===== src/rtl/control_unit_mc.sv =====
`default_nettype none
`timescale 1ns/1ps
// +----------------------------------------------------------------------------+
// | Module      : control_unit_mc                                              |
// | Description : Multicycle control FSM for the miniMIPS datapath.            |
// |               Accepts one instruction per valid/ready handshake, reads     |
// |               operands from the register file, drives ALU operands/code    |
// |               for R-type, shift and ADDI forms, waits for the ALU (with a  |
// |               timeout) and issues a single-cycle register-file write.      |
// | Ports       : CLK/RST (async, active low); INSTR_VALID/INSTR_READY plus    |
// |               OpCode/Funct/Shamt/Imm instruction fields; DATA_R1/DATA_R2/  |
// |               RF_READY/READ register-file read side; WRITE write strobe;   |
// |               ALU_START/ALU_OP1/ALU_OP2/ALU_Code/ALU_DONE ALU side;        |
// |               DONE/ILLEGAL pulses, ERR sticky timeout, INSTR_COUNT.        |
// | Revision    : 1.0 - initial release                                        |
// +----------------------------------------------------------------------------+
module control_unit_mc #(
   parameter int                    DATA_WIDTH  = 32,
   parameter int                    CODE_WIDTH  = 6,
   parameter int                    SHAMT_WIDTH = 5,
   parameter logic [CODE_WIDTH-1:0] NOP_OPCODE  = CODE_WIDTH'(63),
   parameter logic [CODE_WIDTH-1:0] ADDI_OPCODE = CODE_WIDTH'(8),
   parameter logic [CODE_WIDTH-1:0] ADD_CODE    = CODE_WIDTH'(32),
   parameter int                    ALU_TIMEOUT = 15,
   parameter int                    CNT_WIDTH   = 16
) (
   input  logic                   CLK,
   input  logic                   RST,
   input  logic                   INSTR_VALID,
   output logic                   INSTR_READY,
   input  logic [CODE_WIDTH-1:0]  OpCode,
   input  logic [CODE_WIDTH-1:0]  Funct,
   input  logic [SHAMT_WIDTH-1:0] Shamt,
   input  logic [15:0]            Imm,
   input  logic [DATA_WIDTH-1:0]  DATA_R1,
   input  logic [DATA_WIDTH-1:0]  DATA_R2,
   input  logic                   RF_READY,
   input  logic                   ALU_DONE,
   output logic                   READ,
   output logic                   WRITE,
   output logic                   ALU_START,
   output logic [DATA_WIDTH-1:0]  ALU_OP1,
   output logic [DATA_WIDTH-1:0]  ALU_OP2,
   output logic [CODE_WIDTH-1:0]  ALU_Code,
   output logic                   DONE,
   output logic                   ILLEGAL,
   output logic                   ERR,
   output logic [CNT_WIDTH-1:0]   INSTR_COUNT
);

   localparam int                 TMO_W    = $clog2(ALU_TIMEOUT + 1);
   localparam logic [TMO_W-1:0]   TMO_LAST = TMO_W'(ALU_TIMEOUT - 1);

   typedef enum logic [1:0] {
      FETCH = 2'd0,
      RD    = 2'd1,
      EXE   = 2'd2,
      WB    = 2'd3
   } state_t;

   state_t                 state_q, state_d;
   logic                   read_q, read_d;
   logic                   write_q, write_d;
   logic                   start_q, start_d;
   logic                   done_q, done_d;
   logic                   illegal_q, illegal_d;
   logic                   err_q, err_d;
   logic [DATA_WIDTH-1:0]  op1_q, op1_d;
   logic [DATA_WIDTH-1:0]  op2_q, op2_d;
   logic [CODE_WIDTH-1:0]  code_q, code_d;
   logic [CNT_WIDTH-1:0]   cnt_q, cnt_d;
   logic [TMO_W-1:0]       tmo_q, tmo_d;
   logic [CODE_WIDTH-1:0]  opc_q, opc_d;
   logic [CODE_WIDTH-1:0]  funct_q, funct_d;
   logic [SHAMT_WIDTH-1:0] shamt_q, shamt_d;
   logic [15:0]            imm_q, imm_d;

   always_ff @(posedge CLK or negedge RST) begin
      if (!RST) begin
         state_q   <= FETCH;
         read_q    <= 1'b0;
         write_q   <= 1'b0;
         start_q   <= 1'b0;
         done_q    <= 1'b0;
         illegal_q <= 1'b0;
         err_q     <= 1'b0;
         op1_q     <= '0;
         op2_q     <= '0;
         code_q    <= '0;
         cnt_q     <= '0;
         tmo_q     <= '0;
         opc_q     <= '0;
         funct_q   <= '0;
         shamt_q   <= '0;
         imm_q     <= '0;
      end else begin
         state_q   <= state_d;
         read_q    <= read_d;
         write_q   <= write_d;
         start_q   <= start_d;
         done_q    <= done_d;
         illegal_q <= illegal_d;
         err_q     <= err_d;
         op1_q     <= op1_d;
         op2_q     <= op2_d;
         code_q    <= code_d;
         cnt_q     <= cnt_d;
         tmo_q     <= tmo_d;
         opc_q     <= opc_d;
         funct_q   <= funct_d;
         shamt_q   <= shamt_d;
         imm_q     <= imm_d;
      end
   end

   always_comb begin
      // Pulse outputs default low; everything else holds.
      state_d   = state_q;
      read_d    = 1'b0;
      write_d   = 1'b0;
      start_d   = 1'b0;
      done_d    = 1'b0;
      illegal_d = 1'b0;
      err_d     = err_q;
      op1_d     = op1_q;
      op2_d     = op2_q;
      code_d    = code_q;
      cnt_d     = cnt_q;
      tmo_d     = tmo_q;
      opc_d     = opc_q;
      funct_d   = funct_q;
      shamt_d   = shamt_q;
      imm_d     = imm_q;

      case (state_q)
         FETCH: begin
            if (INSTR_VALID) begin
               opc_d   = OpCode;
               funct_d = Funct;
               shamt_d = Shamt;
               imm_d   = Imm;
               if (OpCode == NOP_OPCODE) begin
                  state_d = FETCH;
               end else if (OpCode == '0 || OpCode == ADDI_OPCODE) begin
                  state_d = RD;
                  read_d  = 1'b1;
               end else begin
                  illegal_d = 1'b1;
               end
            end
         end
         RD: begin
            if (RF_READY) begin
               state_d = EXE;
               start_d = 1'b1;
               tmo_d   = '0;
               op1_d   = DATA_R1;
               if (opc_q == ADDI_OPCODE) begin
                  op2_d  = {{(DATA_WIDTH-16){imm_q[15]}}, imm_q};
                  code_d = ADD_CODE;
               end else if (funct_q == CODE_WIDTH'(1) || funct_q == CODE_WIDTH'(2)) begin
                  // Immediate shifts take the amount from the instruction, not R2.
                  op2_d  = {{(DATA_WIDTH-SHAMT_WIDTH){1'b0}}, shamt_q};
                  code_d = funct_q;
               end else begin
                  op2_d  = DATA_R2;
                  code_d = funct_q;
               end
            end else begin
               read_d = 1'b1;
            end
         end
         EXE: begin
            // ALU_DONE takes priority over an expiring timeout.
            if (ALU_DONE) begin
               state_d = WB;
               write_d = 1'b1;
               done_d  = 1'b1;
               cnt_d   = cnt_q + 1'b1;
            end else if (tmo_q == TMO_LAST) begin
               state_d = FETCH;
               err_d   = 1'b1;
            end else begin
               tmo_d = tmo_q + 1'b1;
            end
         end
         WB: begin
            state_d = FETCH;
         end
         default: begin
            state_d = FETCH;
         end
      endcase
   end

   assign INSTR_READY = (state_q == FETCH);
   assign READ        = read_q;
   assign WRITE       = write_q;
   assign ALU_START   = start_q;
   assign DONE        = done_q;
   assign ILLEGAL     = illegal_q;
   assign ERR         = err_q;
   assign ALU_OP1     = op1_q;
   assign ALU_OP2     = op2_q;
   assign ALU_Code    = code_q;
   assign INSTR_COUNT = cnt_q;

endmodule
`default_nettype wire


===== config.mk =====
export PLATFORM = sky130hd
export DESIGN_NAME = control_unit_mc
export DESIGN_NICKNAME = d
export VERILOG_FILES = /design/src/rtl/control_unit_mc.sv
export SDC_FILE = /design/constraint.sdc
export NUM_CORES = 1
export LEC_CHECK = 0
export CAP_MARGIN = 30
export CELL_PAD_IN_SITES_DETAIL_PLACEMENT = 0
export CELL_PAD_IN_SITES_GLOBAL_PLACEMENT = 1
export CORE_MARGIN = 2
export CORE_UTILIZATION = 36
export CTS_CLUSTER_SIZE = 10
export DETAILED_ROUTE_END_ITERATION = 12
export PLACE_DENSITY = 0.88
export SLEW_MARGIN = 20
export SYNTH_ARGS = -nofsm -noshare
export SYNTH_HDL_FRONTEND = slang
export SYNTH_SLANG_ARGS = --single-unit

===== constraint.sdc =====
create_clock -name CLK -period 2.7 [get_ports CLK]
set_input_delay 0.405 -clock CLK [delete_from_list [all_inputs] [get_ports CLK]]
set_output_delay 0.405 -clock CLK [all_outputs]
set_load 0.02 [all_outputs]

### Word level (Yosys, flattened, before mapping)

Cells that the tools add are included.
Widths: inputs -> output; s select.

| storage, ports and cells | value |
|---|---|
| bits in registers | 130 |
| input bits | 102 |

| cells by class | value |
|---|---|
| add/sub/neg operators | 2 |
| eq/ne operators | 15 |
| mux-type cells | 27 |
| bitwise operators | 1 |
| reduce and logical (&&, ||, !) cells | 11 |

Operators with widths:

| operator | number |
|---|---|
| $mux 32 | 2 |
| $add 16x1->16 const B | 1 |
| $eq 6x4->1 const B | 2 |
| $mux 1 | 12 |
| $mux 2 | 6 |
| $mux 4 | 3 |
| $ne 2x2->1 const B | 4 |
| $pmux 2 s4 | 1 |
| $pmux 4 s2 | 1 |
| $reduce_and 4->1 | 2 |
| $eq 6x1->1 const B | 1 |
| $eq 6x2->1 const B | 1 |
| $eq 6x6->1 const B | 1 |
| $logic_not 6->1 | 1 |
| $mux 6 | 1 |
| $reduce_and 2->1 | 3 |
| $add 4x1->4 const B | 1 |
| $eq 2x2->1 const B | 2 |
| $eq 4x4->1 const B | 1 |
| $ne 3x1->1 const B | 1 |
| $ne 3x3->1 const B | 1 |
| $reduce_and 3->1 | 1 |
| $eq 2x1->1 const B | 1 |
| $logic_not 2->1 | 1 |
| 4 further kinds | 5 |

### Depth between registers and ports, before layout

| depth | value |
|---|---|
| depth in word-level cells | 6 |
| depth in mapped cells | 8 |

### Worst setup path after synthesis

No wires, ideal clock.

| timing | value |
|---|---|
| path type | register -> register |
| start | register state_q[1] |
| end | register funct_q[0] |
| setup time | 0.125 ns |
| arrival time | 1.585 ns |
| data required time | 2.575 ns |
| slack | 0.990 ns |
| cell stages (with the launch flop) | 7 |
| path buffers | 3 |
| period minus slack after synthesis | 1.710 ns |
| path through | dfrtp_1 > buf_4 > nor2_1 > and2_1 > buf_6 > buf_6 > mux2_2 |

| between the ends | value |
|---|---|
| longest elaborated chain between the ends | 2 |

RTL lines:

| item | RTL line | RTL |
|---|---|---|
| start: declaration | 61 | `state_t state_q, state_d;` |
| start signal: assignment | 97 | `state_q <= state_d;` |
| $logic_not 2->1 | n/a |  |
| via INSTR_READY | 30 | `output logic INSTR_READY,` |
| $reduce_and 2->1 (no source line) | n/a |  |
| end signal: assignment | 110 | `funct_q <= funct_d;` |
| end: declaration | 74 | `logic [CODE_WIDTH-1:0] funct_q, funct_d;` |

The timed path passes the listed nets, and every way through them passes these cells.
A chain may end at the register's enable or synchronous reset.

### Final worst setup path

| timing | value |
|---|---|
| start | register state_q[1] |
| end | output INSTR_READY |

| between the ends | value |
|---|---|
| longest elaborated chain between the ends | 1 |

RTL lines:

| item | RTL line | RTL |
|---|---|---|
| $logic_not 2->1 | 196 | `assign INSTR_READY = (state_q == FETCH);` |
| end: declaration | 30 |  |

Every way passes these cells.

==> results.cfg <==
[route]
dr.pass1.iters = 4
via_per_inst = 4.92
drt-total-wl_um = 14000
wire_per_inst_um = 15.6
antenna_left = 0
drt_iter0_drc = 186
route.detailed.drc = 0
vias = 4420

[synthesis]
dominantRegCellSynth = dfrtp_1
synth_compound_area_share_pct = 5.78
synth-edff-count = 0
synth_xor_area_share_pct = 2.91
synth_top_area_share_pct = 60.1
synth_top_cell_by_area = dfrtp_1
syn_area_um2 = 5420
syn_nets = 613
yosys.area_share.simple_pct = 18.7
synth_top_family_by_area = simple AND/OR/NAND/NOR gates
yosysSeqAreaShare_pct = 60.1
avgSynthCellArea_um2 = 10.7
synth.area.mux_share_pct = 7.78
yosys_register_bits = 130
synthTopCellsByArea = dfrtp_1 60%, nand2_1 8.8%, mux2_2 6.2%
ys_types = 41
synth_cells = 508
yosys_warnings = 0
synthAdderAreaFrac_pct = 0.693
synthArstFlopShare_pct = 100

[finish]
syn_to_final_growth_pct = 48.5
drive_above_1_share_pct = 10.9
nFillCells = 1267
num_antenna_cells = 0
design_area_um2 = 8050
final_common_cell = clkdlybuf4s50_1
fin_nets = 806
final_cell_mix = 193 x clkdlybuf4s50_1, 130 x dfrtp_1, 127 x nand2_1

[clock_network]
cts_buffers = 17
cts_buffer_depth = 2
clock_latency_ns = 0.40
cts_sinks = 130
clk_pin_slew_ns = 0.06
cts_tree = built
htreeDepth = 4
cts-root-buf = clkbuf_16

[place]
pre_cts_ws_ns = 0.277
port_buffers = 194
dp_hpwl_um = 9950
placed_area_um2 = 7460
gp_congestion = 0.802

[floorplan]
core_um2 = 14600
dieArea_um2 = 16000
ios = 195
die_h_um = 127
start_util_pct = 37.0
core.rowCount = 44
die_w_um = 127

[global_route]
grt_overflow = 0
grt_pass1_wl_um = 23000
grt_max_degree = 57
grt_pass1_vias = 4573
antenna_found_initial = 0
grt.total_usage_pct = 18.1

[power_and_ir_drop]
p_leak_nw = 3.64
cellPowerDensity_nw_per_um2 = 1100
max-vdd-ir-drop_mv = 0.591

[worst_setup_path]
worstSetupEndpointType = output pin
cp.required_ns = 2.30
cp_slowest_cell = clkdlybuf4s50_1
reg2reg_to = ALU_OP1[16]$_DFFE_PN0P_
crit_type = reg2out
critPathArrivalTime_ns = 1.65
cp_cell_sequence = nor2_1 -> clkdlybuf4s50_1
r2r_cells = 5
rrSetupSlack_ns = 0.65
worst_setup_path_start_kind = flip-flop
slowest_delay_ns = 0.62
critPathMaxFanout = 9
worstReg2RegStart = state_q[1]$_DFFE_PN0P_

[sta]
setup_viol = 0
hold_viol = 0
tns_ns = 0
layout_setup_ws_ns = 0.641
tightestPinTransition_ns = 0.945
rsz0062_at_grt = false
clock_skew_ns = 0.00750
slew_violations = 0
post-route-min-period_ns = 2.06
max_slew_margin_pct = 36.8
fmax_mhz = 486
post-route-period-util_pct = 76.3

[hold_path]
hold_path.class = in2async

[outcome]
status = complete, no violations

[job]
maxCapViolCount = 0
worst max-delay path: cells and delay by family, from the launching register on:
family        cells  cell delay, ns
flops             1            0.47
simple gates      1            0.17
buf+inv           1            0.62
kinds of logic (layout without fill, tap and decap cells):
logic type / count (synthesis) / count (layout)
buf+inv: 33 / 239
simple gates: 230 / 230
compound gates: 56 / 56
xor+xnor: 18 / 18
fa+ha+maj: 3 / 3
flops: 130 / 130
mux: 38 / 38
power breakdown:
group          switching (mW)  total (mW)  internal, mW
registers               0.543        3.32          2.77
clock network           0.811        2.20          1.39
logic                    1.71        3.36          1.66
layer usage:
| metal | share of wire [%] | track usage [%] | vias up |
|---|---|---|---|
| met5 | 0 | 0 | - |
| met4 | 0.99 | 6.01 | 0 |
| met3 | 9.5 | 6.87 | 12 |
| met2 | 47 | 29.1 | 201 |
| met1 | 42 | 22.6 | 2123 |
| li1 | - | - | 2084 |
layout make-up:
cell class                      count  area (µm²)  share of cell area, %
Inverter                            4        20.0                  0.249
Timing Repair Buffer              203        2020                   25.1
Clock buffer                       24         502                   6.24
Sequential cell                   130        3250                   40.4
Clock inverter                      8        76.3                  0.949
Tap cell                          184         230                   2.86
Multi-Input combinational cell    345        1940                   24.1
state kept, by name, indices dropped and copies added (netlist names):
register / cells
READ: 1
ALU_START: 1
tmo_q: 4
state_q: 2
ALU_OP1: 32
funct_q: 6
imm_q: 16
opc_q: 6
ALU_OP2: 32
shamt_q: 5
ERR: 1
DONE: 1
INSTR_COUNT: 16
ILLEGAL: 1
ALU_Code: 6
metrics by stage:
stage | cells | power (mW) | hold WS, ns | utilization (%)
floorplan | 508 | 5.13 | 0.109 | -
global placement | 865 | 6.62 | 0.368 | 50.9
detailed placement | 865 | 6.74 | 0.368 | 50.9
CTS | 898 | 8.99 | 0.462 | 54.9
global route | 898 | 9.42 | 0.482 | 54.9
finish | 898 | 8.88 | 0.471 | 54.9
synthesized netlist by cell type (3+ instances only):
| library cell | n |
|---|---|
| o21ai_0 | 10 |
| buf_4 | 6 |
| nand2_1 | 127 |
| xor2_1 | 8 |
| dfrtp_1 | 130 |
| ha_1 | 3 |
| inv_1 | 3 |
| o211ai_1 | 6 |
| mux2_1 | 3 |
| buf_2 | 5 |
| nor2_1 | 39 |
| clkbuf_1 | 10 |
| nand3_1 | 42 |
| buf_6 | 7 |
| mux2i_1 | 5 |
| a21oi_1 | 37 |
| mux2_2 | 30 |
| xnor2_1 | 10 |
repair_timing:
| item | 4_1_cts | 5_1_grt |
|---|---|---|
| buffers inserted | 0 | 0 |
| hold buffers | 1 | 0 |
| endpoints found under the setup margin | 0 | 0 |
| endpoints found under the hold margin | 29 | 0 |
| resized for setup | 0 | 0 |
how the worst max path moves through the flow:
stage | from | to | slack [ns] | cells after the start
floorplan | state_q[1]$_DFFE_PN0P_ | funct_q[0]$_DFFE_PN0P_ | 0.99 | 6
global placement | RF_READY | ALU_OP1[22]$_DFFE_PN0P_ | 0.31 | 7
detailed placement | RF_READY | ALU_OP1[11]$_DFFE_PN0P_ | 0.28 | 7
CTS | state_q[1]$_DFFE_PN0P_ | INSTR_READY | 0.62 | 2
global route | state_q[1]$_DFFE_PN0P_ | ALU_OP1[19]$_DFFE_PN0P_ | 0.48 | 5
finish | state_q[1]$_DFFE_PN0P_ | INSTR_READY | 0.64 | 2
Note: power is estimated with default switching activity, not from simulation.
